--- src/rtl/cmos_dvp_capture.sv ---
// -----------------------------------------------------------------------------
// cmos_dvp_capture
//   Captures OV5640 DVP bytes, packs byte pairs into RGB565 pixels and emits
//   them with x/y coordinates and frame/line markers toward the frame-buffer
//   write FIFO. Capture is held off until the SCCB configuration has finished
//   and a number of settling frames have passed. Frame geometry is checked,
//   and any violation sets a sticky error flag.
//
// Ports
//   cmos_pclk    in   camera pixel clock (sole clock)
//   I_rst_n      in   async active-low reset
//   I_cfg_done   in   SCCB config complete (level, synchronised here)
//   I_vsync      in   camera vsync
//   I_href       in   camera href, high = valid bytes
//   I_data[7:0]  in   camera byte
//   I_fifo_full  in   downstream FIFO full
//   I_err_clr    in   one-cycle pulse, clears sticky error flags
//   O_pix_valid  out  pixel write strobe
//   O_pix_data   out  RGB565 {first byte, second byte}
//   O_pix_x      out  pixel column
//   O_pix_y      out  line number
//   O_sof        out  strobe-aligned first pixel of frame
//   O_eol        out  strobe-aligned last pixel of line
//   O_frame_cnt  out  captured frame count (wraps)
//   O_err_line   out  sticky: bad line length or odd byte count
//   O_err_frame  out  sticky: bad line count at frame end
//   O_err_ovf    out  sticky: pixel dropped because FIFO was full
//   O_capturing  out  high while in CAPTURE
//
// FSM states
//   state      | meaning
//   -----------+-----------------------------------------------------------
//   WAIT_CFG   | sensor not configured yet; nothing captured
//   SKIP       | counting frame ends until FRAME_SKIP settling frames pass
//   ARM        | waiting for the next frame start (never join mid-frame)
//   CAPTURE    | packing pixels of the current frame
// -----------------------------------------------------------------------------
module cmos_dvp_capture #(
  parameter int H_RES      = 1280,
  parameter int V_RES      = 720,
  parameter int FRAME_SKIP = 10,
  parameter bit VS_POL     = 1'b1
) (
  input  logic        cmos_pclk,
  input  logic        I_rst_n,
  input  logic        I_cfg_done,
  input  logic        I_vsync,
  input  logic        I_href,
  input  logic [7:0]  I_data,
  input  logic        I_fifo_full,
  input  logic        I_err_clr,
  output logic        O_pix_valid,
  output logic [15:0] O_pix_data,
  output logic [11:0] O_pix_x,
  output logic [11:0] O_pix_y,
  output logic        O_sof,
  output logic        O_eol,
  output logic [15:0] O_frame_cnt,
  output logic        O_err_line,
  output logic        O_err_frame,
  output logic        O_err_ovf,
  output logic        O_capturing
);

  localparam logic [11:0] LP_H    = 12'(H_RES);
  localparam logic [11:0] LP_V    = 12'(V_RES);
  localparam logic [11:0] LP_HM1  = 12'(H_RES - 1);
  localparam logic [7:0]  LP_SKIP = 8'(FRAME_SKIP);

  typedef enum logic [1:0] {
    ST_WAIT_CFG = 2'd0,
    ST_SKIP     = 2'd1,
    ST_ARM      = 2'd2,
    ST_CAPTURE  = 2'd3
  } state_t;

  state_t      r_state;
  state_t      w_state_nxt;

  logic        r_vsync_s1;
  logic        r_href_s1;
  logic [7:0]  r_data_s1;
  logic        r_href_s2;
  logic        r_vs_act_d;
  logic        r_cfg_meta;
  logic        r_cfg_sync;

  logic [7:0]  r_skip_cnt;
  logic        r_phase;
  logic [7:0]  r_msb;
  logic [11:0] r_x_cnt;
  logic [11:0] r_y_cnt;

  logic        r_pix_valid;
  logic [15:0] r_pix_data;
  logic [11:0] r_pix_x;
  logic [11:0] r_pix_y;
  logic        r_sof;
  logic        r_eol;
  logic [15:0] r_frame_cnt;
  logic        r_err_line;
  logic        r_err_frame;
  logic        r_err_ovf;

  logic        w_vs_act;
  logic        w_frame_start;
  logic        w_frame_end;
  logic        w_href_fall;
  logic        w_skip_done;
  logic        w_skip_clr;
  logic        w_skip_inc;
  logic        w_frame_done;
  logic        w_in_cap;
  logic        w_pix_done;
  logic        w_pix_wr;
  logic        w_line_bad;
  logic        w_frame_bad;
  logic        w_ovf;

  function automatic logic [11:0] sat_inc(input logic [11:0] v);
    return (v == 12'hFFF) ? v : v + 12'd1;
  endfunction

  // ---------------------------------------------------------------------------
  // Input stage and event decode
  // ---------------------------------------------------------------------------
  always_ff @(posedge cmos_pclk or negedge I_rst_n) begin
    if (!I_rst_n) begin
      r_vsync_s1 <= 1'b0;
      r_href_s1  <= 1'b0;
      r_data_s1  <= 8'd0;
      r_href_s2  <= 1'b0;
      r_vs_act_d <= 1'b0;
      r_cfg_meta <= 1'b0;
      r_cfg_sync <= 1'b0;
    end else begin
      r_vsync_s1 <= I_vsync;
      r_href_s1  <= I_href;
      r_data_s1  <= I_data;
      r_href_s2  <= r_href_s1;
      r_vs_act_d <= w_vs_act;
      r_cfg_meta <= I_cfg_done;
      r_cfg_sync <= r_cfg_meta;
    end
  end

  assign w_vs_act      = (r_vsync_s1 == VS_POL);
  assign w_frame_start = r_vs_act_d & ~w_vs_act;
  assign w_frame_end   = ~r_vs_act_d & w_vs_act;
  assign w_href_fall   = r_href_s2 & ~r_href_s1;

  // 9-bit compare so a counter at 255 cannot wrap into a false match
  assign w_skip_done   = ({1'b0, r_skip_cnt} + 9'd1) >= {1'b0, LP_SKIP};

  // ---------------------------------------------------------------------------
  // FSM
  // ---------------------------------------------------------------------------
  always_ff @(posedge cmos_pclk or negedge I_rst_n) begin
    if (!I_rst_n) r_state <= ST_WAIT_CFG;
    else          r_state <= w_state_nxt;
  end

  always_comb begin
    w_state_nxt  = r_state;
    w_skip_clr   = 1'b0;
    w_skip_inc   = 1'b0;
    w_frame_done = 1'b0;
    case (r_state)
      ST_WAIT_CFG: begin
        if (r_cfg_sync) begin
          w_skip_clr  = 1'b1;
          w_state_nxt = (LP_SKIP == 8'd0) ? ST_ARM : ST_SKIP;
        end
      end
      ST_SKIP: begin
        if (!r_cfg_sync) begin
          w_state_nxt = ST_WAIT_CFG;
        end else if (w_frame_end) begin
          if (w_skip_done) w_state_nxt = ST_ARM;
          else             w_skip_inc  = 1'b1;
        end
      end
      ST_ARM: begin
        if (!r_cfg_sync)        w_state_nxt = ST_WAIT_CFG;
        else if (w_frame_start) w_state_nxt = ST_CAPTURE;
      end
      ST_CAPTURE: begin
        if (!r_cfg_sync) begin
          // partial frame is abandoned and not counted
          w_state_nxt = ST_WAIT_CFG;
        end else if (w_frame_end) begin
          w_state_nxt  = ST_ARM;
          w_frame_done = 1'b1;
        end
      end
      default: w_state_nxt = ST_WAIT_CFG;
    endcase
  end

  always_ff @(posedge cmos_pclk or negedge I_rst_n) begin
    if (!I_rst_n)        r_skip_cnt <= 8'd0;
    else if (w_skip_clr) r_skip_cnt <= 8'd0;
    else if (w_skip_inc) r_skip_cnt <= r_skip_cnt + 8'd1;
  end

  // ---------------------------------------------------------------------------
  // Byte packing and coordinates
  // ---------------------------------------------------------------------------
  assign w_in_cap    = (r_state == ST_CAPTURE);
  assign w_pix_done  = w_in_cap & r_href_s1 & r_phase;
  assign w_pix_wr    = w_pix_done & ~I_fifo_full;
  assign w_ovf       = w_pix_done & I_fifo_full;
  // phase is still valid on the href-fall cycle, so an odd byte count shows here
  assign w_line_bad  = w_in_cap & w_href_fall & ((r_x_cnt != LP_H) | r_phase);
  assign w_frame_bad = w_frame_done & (r_y_cnt != LP_V);

  always_ff @(posedge cmos_pclk or negedge I_rst_n) begin
    if (!I_rst_n) begin
      r_phase <= 1'b0;
      r_msb   <= 8'd0;
      r_x_cnt <= 12'd0;
      r_y_cnt <= 12'd0;
    end else if (!w_in_cap) begin
      r_phase <= 1'b0;
      r_x_cnt <= 12'd0;
      r_y_cnt <= 12'd0;
    end else begin
      if (r_href_s1) begin
        r_phase <= ~r_phase;
        if (!r_phase) r_msb <= r_data_s1;
      end else begin
        r_phase <= 1'b0;
      end

      // dropped pixels still advance x so coordinates stay geometric
      if (w_pix_done)       r_x_cnt <= sat_inc(r_x_cnt);
      else if (w_href_fall) r_x_cnt <= 12'd0;

      if (w_frame_start)
        r_y_cnt <= 12'd0;
      else if (w_href_fall && (r_x_cnt != 12'd0))
        r_y_cnt <= sat_inc(r_y_cnt);
    end
  end

  // ---------------------------------------------------------------------------
  // Output register, frame counter, sticky errors
  // ---------------------------------------------------------------------------
  always_ff @(posedge cmos_pclk or negedge I_rst_n) begin
    if (!I_rst_n) begin
      r_pix_valid <= 1'b0;
      r_pix_data  <= 16'd0;
      r_pix_x     <= 12'd0;
      r_pix_y     <= 12'd0;
      r_sof       <= 1'b0;
      r_eol       <= 1'b0;
    end else begin
      r_pix_valid <= w_pix_wr;
      // markers are qualified by the strobe; data and coordinates are held
      r_sof       <= w_pix_wr & (r_x_cnt == 12'd0) & (r_y_cnt == 12'd0);
      r_eol       <= w_pix_wr & (r_x_cnt == LP_HM1);
      if (w_pix_wr) begin
        r_pix_data <= {r_msb, r_data_s1};
        r_pix_x    <= r_x_cnt;
        r_pix_y    <= r_y_cnt;
      end
    end
  end

  always_ff @(posedge cmos_pclk or negedge I_rst_n) begin
    if (!I_rst_n) begin
      r_frame_cnt <= 16'd0;
      r_err_line  <= 1'b0;
      r_err_frame <= 1'b0;
      r_err_ovf   <= 1'b0;
    end else begin
      if (w_frame_done) r_frame_cnt <= r_frame_cnt + 16'd1;
      // a new error in the clear cycle takes precedence
      r_err_line  <= w_line_bad  | (r_err_line  & ~I_err_clr);
      r_err_frame <= w_frame_bad | (r_err_frame & ~I_err_clr);
      r_err_ovf   <= w_ovf       | (r_err_ovf   & ~I_err_clr);
    end
  end

  assign O_pix_valid = r_pix_valid;
  assign O_pix_data  = r_pix_data;
  assign O_pix_x     = r_pix_x;
  assign O_pix_y     = r_pix_y;
  assign O_sof       = r_sof;
  assign O_eol       = r_eol;
  assign O_frame_cnt = r_frame_cnt;
  assign O_err_line  = r_err_line;
  assign O_err_frame = r_err_frame;
  assign O_err_ovf   = r_err_ovf;
  assign O_capturing = w_in_cap;

endmodule
--- config.mk ---
export PLATFORM = sky130hd
export DESIGN_NAME = cmos_dvp_capture
export DESIGN_NICKNAME = d
export VERILOG_FILES = /design/src/rtl/cmos_dvp_capture.sv
export SDC_FILE = /design/constraint.sdc
export NUM_CORES = 1
export LEC_CHECK = 0
export BUFFER_PORTS_ARGS = -buffer_cell sky130_fd_sc_hd__buf_2
export CAP_MARGIN = 20
export CORE_MARGIN = 2
export CORE_UTILIZATION = 46
export DETAILED_ROUTE_END_ITERATION = 8
export GPL_TIMING_DRIVEN = 0
export MAX_ROUTING_LAYER = met4
export PLACE_DENSITY = 0.73
export SYNTH_ARGS = -nofsm -noshare
export SYNTH_HDL_FRONTEND = slang
export SYNTH_SLANG_ARGS = --single-unit
--- constraint.sdc ---
create_clock -name cmos_pclk -period 4.55 [get_ports cmos_pclk]
set_input_delay 0.2275 -clock cmos_pclk [delete_from_list [all_inputs] [get_ports cmos_pclk]]
set_output_delay 0.2275 -clock cmos_pclk [all_outputs]
set_load 0.01 [all_outputs]
==> results of run 1 <==
-- worst register-to-register path, stage by stage, from the launching register on --
cell                       delay (ns)
sky130_fd_sc_hd__dfrtp_1         0.31
sky130_fd_sc_hd__buf_2           0.19
sky130_fd_sc_hd__nand4_1         0.33
sky130_fd_sc_hd__nand2b_1        0.32
sky130_fd_sc_hd__clkbuf_1        0.29
sky130_fd_sc_hd__buf_2           0.30
sky130_fd_sc_hd__nor4_1          0.45
-- registers in the layout, summed over array words and instances, names as in the netlist, 2 cells and up --
| signal | cells |
|---|---|
| O_pix_x | 12 |
| O_pix_y | 12 |
| r_y_cnt | 12 |
| O_frame_cnt | 16 |
| r_data_s1 | 8 |
| O_pix_data | 16 |
| r_skip_cnt | 8 |
| r_msb | 8 |
| r_state | 2 |
| r_x_cnt | 12 |
-- synthesized netlist by cell type, types with 2 or more instances --
cell type | number | area (sq um)
sky130_fd_sc_hd__o21ai_1 | 13 | 65.1
sky130_fd_sc_hd__xor2_1 | 6 | 52.6
sky130_fd_sc_hd__or3_1 | 5 | 31.3
sky130_fd_sc_hd__xnor2_1 | 27 | 236
sky130_fd_sc_hd__nor3_1 | 18 | 90.1
sky130_fd_sc_hd__buf_1 | 2 | 7.51
sky130_fd_sc_hd__mux2_1 | 34 | 383
sky130_fd_sc_hd__or4_1 | 3 | 22.5
sky130_fd_sc_hd__o31ai_1 | 2 | 15.0
sky130_fd_sc_hd__nor3b_1 | 3 | 22.5
sky130_fd_sc_hd__buf_2 | 5 | 25.0
sky130_fd_sc_hd__inv_2 | 3 | 11.3
sky130_fd_sc_hd__clkbuf_1 | 8 | 30.0
sky130_fd_sc_hd__dfrtp_1 | 119 | 2980
sky130_fd_sc_hd__nand2_1 | 59 | 221
sky130_fd_sc_hd__a21oi_1 | 9 | 45.0
sky130_fd_sc_hd__nand3_1 | 17 | 85.1
sky130_fd_sc_hd__inv_1 | 13 | 48.8
sky130_fd_sc_hd__and2_1 | 5 | 31.3
sky130_fd_sc_hd__nand2b_1 | 5 | 31.3
sky130_fd_sc_hd__a31o_1 | 2 | 17.5
sky130_fd_sc_hd__and4_1 | 3 | 26.3
sky130_fd_sc_hd__ha_1 | 7 | 87.6
sky130_fd_sc_hd__nand4_1 | 9 | 56.3
sky130_fd_sc_hd__nor4_1 | 10 | 62.6
sky130_fd_sc_hd__nor4b_1 | 3 | 26.3
sky130_fd_sc_hd__and3_1 | 8 | 50.1
sky130_fd_sc_hd__o21a_1 | 2 | 15.0
sky130_fd_sc_hd__or2_2 | 2 | 12.5
sky130_fd_sc_hd__nor2_1 | 28 | 105
-- worst paths after layout --
check,endpoint,slack [ns],depth (start not counted)
max,O_eol$_DFF_PN0_,2.20,6
min in group cmos_pclk,r_cfg_sync$_DFF_PN0_,0.35,0
min,O_frame_cnt[7]$_DFFE_PN0P_,0.17,2
max reg2reg,O_eol$_DFF_PN0_,2.20,6
min reg2reg,r_cfg_sync$_DFF_PN0_,0.35,0
max in group asynchronous,O_frame_cnt[1]$_DFFE_PN0P_,3.65,3
-- metal layers --
layer	GRT usage (%)	part of all wire (%)	vias to the layer above
li1	-	-	1803
met1	25.3	45	1837
met2	29.8	47	115
met3	6.63	5.9	24
met4	8.59	1.9	0
met5	-	0	-
-- power by group through the flow --
stage / registers (mW) / clock network (mW) / logic (mW)
after floorplan: 1.14 / 0 / 0.0457
after global placement: 1.14 / 0 / 0.0886
after detailed placement: 1.14 / 0 / 0.0975
after CTS: 1.13 / 1.28 / 0.107
after global routing: 1.13 / 1.33 / 0.123
final: 1.13 / 1.25 / 0.105
-- metrics by stage --
step / std cells / hold slack (ns) / area [sq um] / total power [mW]
after detailed placement: 671 / 0.148 / 5690 / 1.24
after global placement: 670 / 0.335 / 5660 / 1.23
after global routing: 715 / 0.185 / 6390 / 2.59
final: 715 / 0.169 / 6390 / 2.49
after CTS: 715 / 0.165 / 6390 / 2.51
after floorplan: 453 / -0.0681 / 5100 / 1.18
-- final cells by class --
class / count / area, sq um
clock inverters: 8 / 98.8
flip-flops and latches: 119 / 2980
fillers: 949 / 4450
clock buffers: 22 / 463
inverters: 16 / 60.1
well taps: 140 / 175
multi-input cells: 302 / 1990
plain buffers: 16 / 73.8
repair buffers: 92 / 559
-- layout by cell type, fill, tap and decap left out, types with 6 or more instances in the layout --
master                          instances
sky130_fd_sc_hd__clkbuf_1              10
sky130_fd_sc_hd__nor3_1                18
sky130_fd_sc_hd__buf_2                 81
sky130_fd_sc_hd__nand3_1               17
sky130_fd_sc_hd__clkbuf_16             16
sky130_fd_sc_hd__xor2_1                 6
sky130_fd_sc_hd__dlygate4sd3_1         14
sky130_fd_sc_hd__nand4_1                9
sky130_fd_sc_hd__and3_1                 8
sky130_fd_sc_hd__nor4_1                10
sky130_fd_sc_hd__a21oi_1                9
sky130_fd_sc_hd__inv_1                 13
sky130_fd_sc_hd__xnor2_1               27
sky130_fd_sc_hd__ha_1                   7
sky130_fd_sc_hd__nand2_1               59
sky130_fd_sc_hd__mux2_1                34
sky130_fd_sc_hd__dfrtp_1              119
sky130_fd_sc_hd__o21ai_1               13
sky130_fd_sc_hd__nor2_1                28
-- cell families after synthesis --
| logic type | synth area share, % |
|---|---|
| buffers and inverters | 2.63 |
| AND/OR/NAND/NOR | 19.0 |
| AO/OA/AOI/OAI | 4.61 |
| flip-flops | 58.4 |
| XOR/XNOR | 5.67 |
| multiplexers | 7.93 |
| adder cells (fa/ha/maj) | 1.72 |
-- timing repair --
action / in CTS / in global routing
hold buffers: 14 / 0
endpoints found under the hold margin: 50 / 0
setup endpoints to repair: 0 / 0
==> run summary, run 1 <==
First-pass iteration count of the detailed router: 5
Switching share of power: 21.4%
Critical path peak fanout: 10
All-layer global routing usage: 20.1%
Reg power frac: 45.3%
Number of rows in the core area: 38
RePlAce Congestion: 0.907
Share of flip-flops with an asynchronous set or reset after synthesis: 100%
I/O pin count: 78
Die Ht: 109 um
Final setup TNS: 0 ns
H-tree Lvls: 4
Category of the critical setup timing path: reg -> reg
Antenna Diode Count: 0
Number of enable flip-flop cells after synthesis: 0
Worst path required time: 4.92 ns
Layout cell share with drive strength beyond 1: 21.4%
Slack of the critical path: 2.20 ns
Number of buffers inserted by port buffering: 77
Final hold viol count: 0
Setup Buffers After CTS: 0
Post-placement setup slack: 2.15 ns
Min-Delay Path Class: in -> async
Largest delay contributor family on the critical path: simple AND/OR/NAND/NOR gates
Share of the clock period used by the worst path: 51.6%
Clock buffers created by TritonCTS: 17
Ys flop type: sky130_fd_sc_hd__dfrtp_1
DPL Wire Length: 7.25 mm
Syn. warnings: 0
Post-synthesis sequential area ratio: 58.4%
Worst setup startpoint: r_state[1]$_DFFE_PN0P_
Clock slew at reported path FFs: 0.06 ns
Net count after synthesis: 475
Per-cell via count in the routed design: 5.29
Number of violations reported at the end of detailed-routing iteration 0: 232
Area of the die: 11,900 sq um
Internal power consumption: 1.95 mW
Normalized max-slew margin: 49.5%
Routed length per instance: 14.8 um
Maximum number of pins on one net before global-route repair: 84
Clock Skews: 0.00807 ns
Data arrival, critical path: 2.71 ns
Initial core utilization: 47.0%
Bufs on Longest Clock Path: 2
Clock sink total: 119
Antenna violations before repair: 0
Max-cap violations: 0
Post-CTS sizing: 0
Wire length of the first global-routing pass: 17.8 mm
Root buffer cell: sky130_fd_sc_hd__clkbuf_8
Maximum VDD drop: 0.242 mV
Power per unit of standard cell area: 389 nW/um^2
Routed Antenna Nets: 0
RSZ-0062 raised after global routing: false
Part of the total power dissipated in combinational logic: 4.2%
Slew of the pin with the lowest slew margin: 0.751 ns
Avg Cell Area, Syn: 11.3 sq um
Placeable core region: 10,800 sq um
Clk Latency, worst-skew pair: 0.52 ns
Setup crit end kind: register
Endpoints failing setup: 0
Psw: 0.532 mW
Total Nets Final: 586
Clock network fraction of total power: 50.5%
Clock tree from TritonCTS: done
Most frequent cell on the critical path: sky130_fd_sc_hd__buf_2
Remaining Overflow, GRT: 0
Via count: 3,779
Die width: 109 um
Leakage power: 3.17 nW
Final Max Tran Viols: 0
Critical register-to-register path startpoint: r_state[1]$_DFFE_PN0P_
Flip-flop and latch count after synthesis: 119
Total Routed Length: 10.6 mm
Status: finished clean
Remaining routing DRC violations: 0
Crit path cell chain: buf_2 > nand4_1 > nand2b_1 > clkbuf_1 > buf_2 > nor4_1
Number of distinct library cell variants in the gate-level netlist after synthesis: 53
Fmax achieved: 426 MHz
Cell count after synthesis: 453
Share of the core filled with cells in the final layout: 59.0%
Clock period minus worst slack: 2.35 ns
Cell type of the slowest stage on the worst timing path: sky130_fd_sc_hd__nor4_1
Worst path buffer plus inverter count: 3
Type of element launching the critical path: register
Via count of the first global-routing pass: 3,757
Peak per-stage delay on the critical path: 0.44 ns
Synth-to-Final Area Change: 25.4%
Cell area after synthesis: 5100 sq um
Note: power is estimated with default switching activity, not from simulation.
==> run 2, diff against run 1 <==
Clock period 4.55 ns to 2.3 ns, I/O delays scaled along.
==> run 2 against run 1 <==
Global-route usage stayed put. Design area up 0.70%. Hold slack lost 0.10 ns. Final cell count unchanged. Critical endpoint is now r_skip_cnt[3]$_DFFE_PN0P_. Utilization grew 0.42 points. Clock skew up 0.00095 ns. Fmax is 8.0% higher. Critical path depth is 1 higher. Critical path type unchanged.
==> run summary, run 2 (synthesized netlist as in run 1, its figures left out) <==
H-tree Lvls: 4
Final setup TNS: 0 ns
Total Routed Length: 10.7 mm
Type of element launching the critical path: register
Total Nets Final: 586
First-pass iteration count of the detailed router: 4
Fmax achieved: 460 MHz
Power per unit of standard cell area: 763 nW/um^2
Root buffer cell: sky130_fd_sc_hd__clkbuf_8
Clock slew at reported path FFs: 0.06 ns
Endpoints failing setup: 0
Remaining routing DRC violations: 0
Clock sink total: 119
Clock period minus worst slack: 2.17 ns
Clock buffers created by TritonCTS: 17
Routed length per instance: 15.0 um
Area of the die: 11,900 sq um
Final hold viol count: 0
Number of violations reported at the end of detailed-routing iteration 0: 270
Leakage power: 3.18 nW
Maximum VDD drop: 0.479 mV
Layout cell share with drive strength beyond 1: 23.1%
Via count of the first global-routing pass: 3,757
Number of buffers inserted by port buffering: 77
Filler Cell Count: 941
Critical path peak fanout: 8
Clock tree from TritonCTS: done
Max-cap violations: 0
Setup crit end kind: register
Number of rows in the core area: 38
Antenna violations before repair: 0
Remaining Overflow, GRT: 0
Routed Antenna Nets: 0
Worst path required time: 2.73 ns
Most common cell after layout, fill and taps aside: sky130_fd_sc_hd__dfrtp_1
Post-Route Hold Slack: 0.0653 ns
Top library cells by usage in the layout, fill and taps aside: sky130_fd_sc_hd__dfrtp_1 (117), sky130_fd_sc_hd__buf_2 (81), sky130_fd_sc_hd__nand2_1 (59)
RePlAce Congestion: 0.907
Synth-to-Final Area Change: 26.3%
Min-Delay Path Class: in -> async
Status: finished clean
Wire length of the first global-routing pass: 17.8 mm
DPL Wire Length: 7.25 mm
Share of the clock period used by the worst path: 94.5%
Bufs on Longest Clock Path: 2
Normalized max-slew margin: 43.6%
Initial core utilization: 47.0%
Slew of the pin with the lowest slew margin: 0.840 ns
Data arrival, critical path: 2.60 ns
Clock Skews: 0.00902 ns
Final Max Tran Viols: 0
I/O pin count: 78
Die width: 109 um
All-layer global routing usage: 20.1%
Via count: 3,774
Maximum number of pins on one net before global-route repair: 84
Antenna Diode Count: 0
Die Ht: 109 um
Per-cell via count in the routed design: 5.28
Clk Latency, worst-skew pair: 0.51 ns
Category of the critical setup timing path: reg -> reg
Placeable core region: 10,800 sq um
RSZ-0062 raised after global routing: false
run 2: changes by cell type in the layout (fill, tap and decap cells not counted), moves of 2 or more:
cell	before	now
sky130_fd_sc_hd__clkbuf_1	10	7
sky130_fd_sc_hd__clkbuf_2	0	2
sky130_fd_sc_hd__dfrtp_1	119	117
sky130_fd_sc_hd__dfrtp_2	0	2
sky130_fd_sc_hd__nor4_1	10	8
sky130_fd_sc_hd__nor4_2	1	3
run 2: per-layer routing:
| metal | wire length, um | part of all wire (%) | global-route usage, % | vias up |
|---|---|---|---|---|
| met2 | 5090 | 47 | 29.8 | 118 |
| met5 | 0 | 0 | - | - |
| li1 | - | - | - | 1803 |
| met4 | 177 | 1.6 | 8.59 | 0 |
| met1 | 4890 | 46 | 25.3 | 1834 |
| met3 | 586 | 5.5 | 6.63 | 19 |
run 2: repair_timing:
item / CTS / global route
gates resized for setup: 3 / 8
hold buffers: 14 / 0
pin swaps: 0 / 1
endpoints found under the setup margin: 20 / 18
hold endpoints to repair: 133 / 0
setup buffers: 0 / 1
run 2: critical path: stages (launching register included):
cell and delay [ns]:
sky130_fd_sc_hd__dfrtp_2 0.45, sky130_fd_sc_hd__ha_4 0.19, sky130_fd_sc_hd__nand3_1 0.09, sky130_fd_sc_hd__xnor2_1 0.15, sky130_fd_sc_hd__or4b_1 0.46, sky130_fd_sc_hd__buf_2 0.17, sky130_fd_sc_hd__or4_1 0.41, sky130_fd_sc_hd__a21oi_1 0.17
run 2: final timing paths:
| kind | endpoint | startpoint | slack (ns) | cells after the start |
|---|---|---|---|---|
| min in group cmos_pclk | r_data_s1[3]$_DFF_PN0_ | I_data[3] | 0.24 | 2 |
| max reg2reg | r_skip_cnt[3]$_DFFE_PN0P_ | r_skip_cnt[0]$_DFFE_PN0P_ | 0.13 | 7 |
| max | r_skip_cnt[3]$_DFFE_PN0P_ | r_skip_cnt[0]$_DFFE_PN0P_ | 0.13 | 7 |
| min | O_frame_cnt[7]$_DFFE_PN0P_ | I_rst_n | 0.07 | 2 |
| min reg2reg | r_cfg_sync$_DFF_PN0_ | r_cfg_meta$_DFF_PN0_ | 0.35 | 0 |
| max in group asynchronous | r_x_cnt[1]$_DFFE_PN0P_ | I_rst_n | 1.51 | 3 |
run 2: area by class of cell:
type | instances | area [sq um] | area share (%)
Buffer | 15 | 72.6 | 1.13
Clock buffer | 22 | 463 | 7.19
Clock inverter | 8 | 98.8 | 1.53
Inverter | 16 | 60.1 | 0.933
Multi-Input combinational cell | 302 | 2020 | 31.4
Sequential cell | 119 | 2980 | 46.3
Tap cell | 140 | 175 | 2.72
Timing Repair Buffer | 93 | 567 | 8.80
run 2: report_power, final:
group          internal [mW]  switching, mW  leakage (nW)  total (mW)
clock network           1.61          0.868         0.273        2.48
registers               2.17         0.0538          1.60        2.23
logic                 0.0845          0.124          1.30       0.208
total                   3.87           1.05          3.18        4.91
run 2: stage by stage:
stage,area [sq um],setup WS [ns],util (%),total power [mW],std cells
6_report,6440,0.126,59.4,4.91,715
2_1_floorplan,5100,0.225,-,2.34,453
5_1_grt,6440,0.0331,59.4,5.12,715
4_1_cts,6400,0.0261,59.1,4.97,715
3_5_place_dp,5690,-0.101,52.5,2.45,671
3_3_place_gp,5660,-0.233,52.2,2.43,670
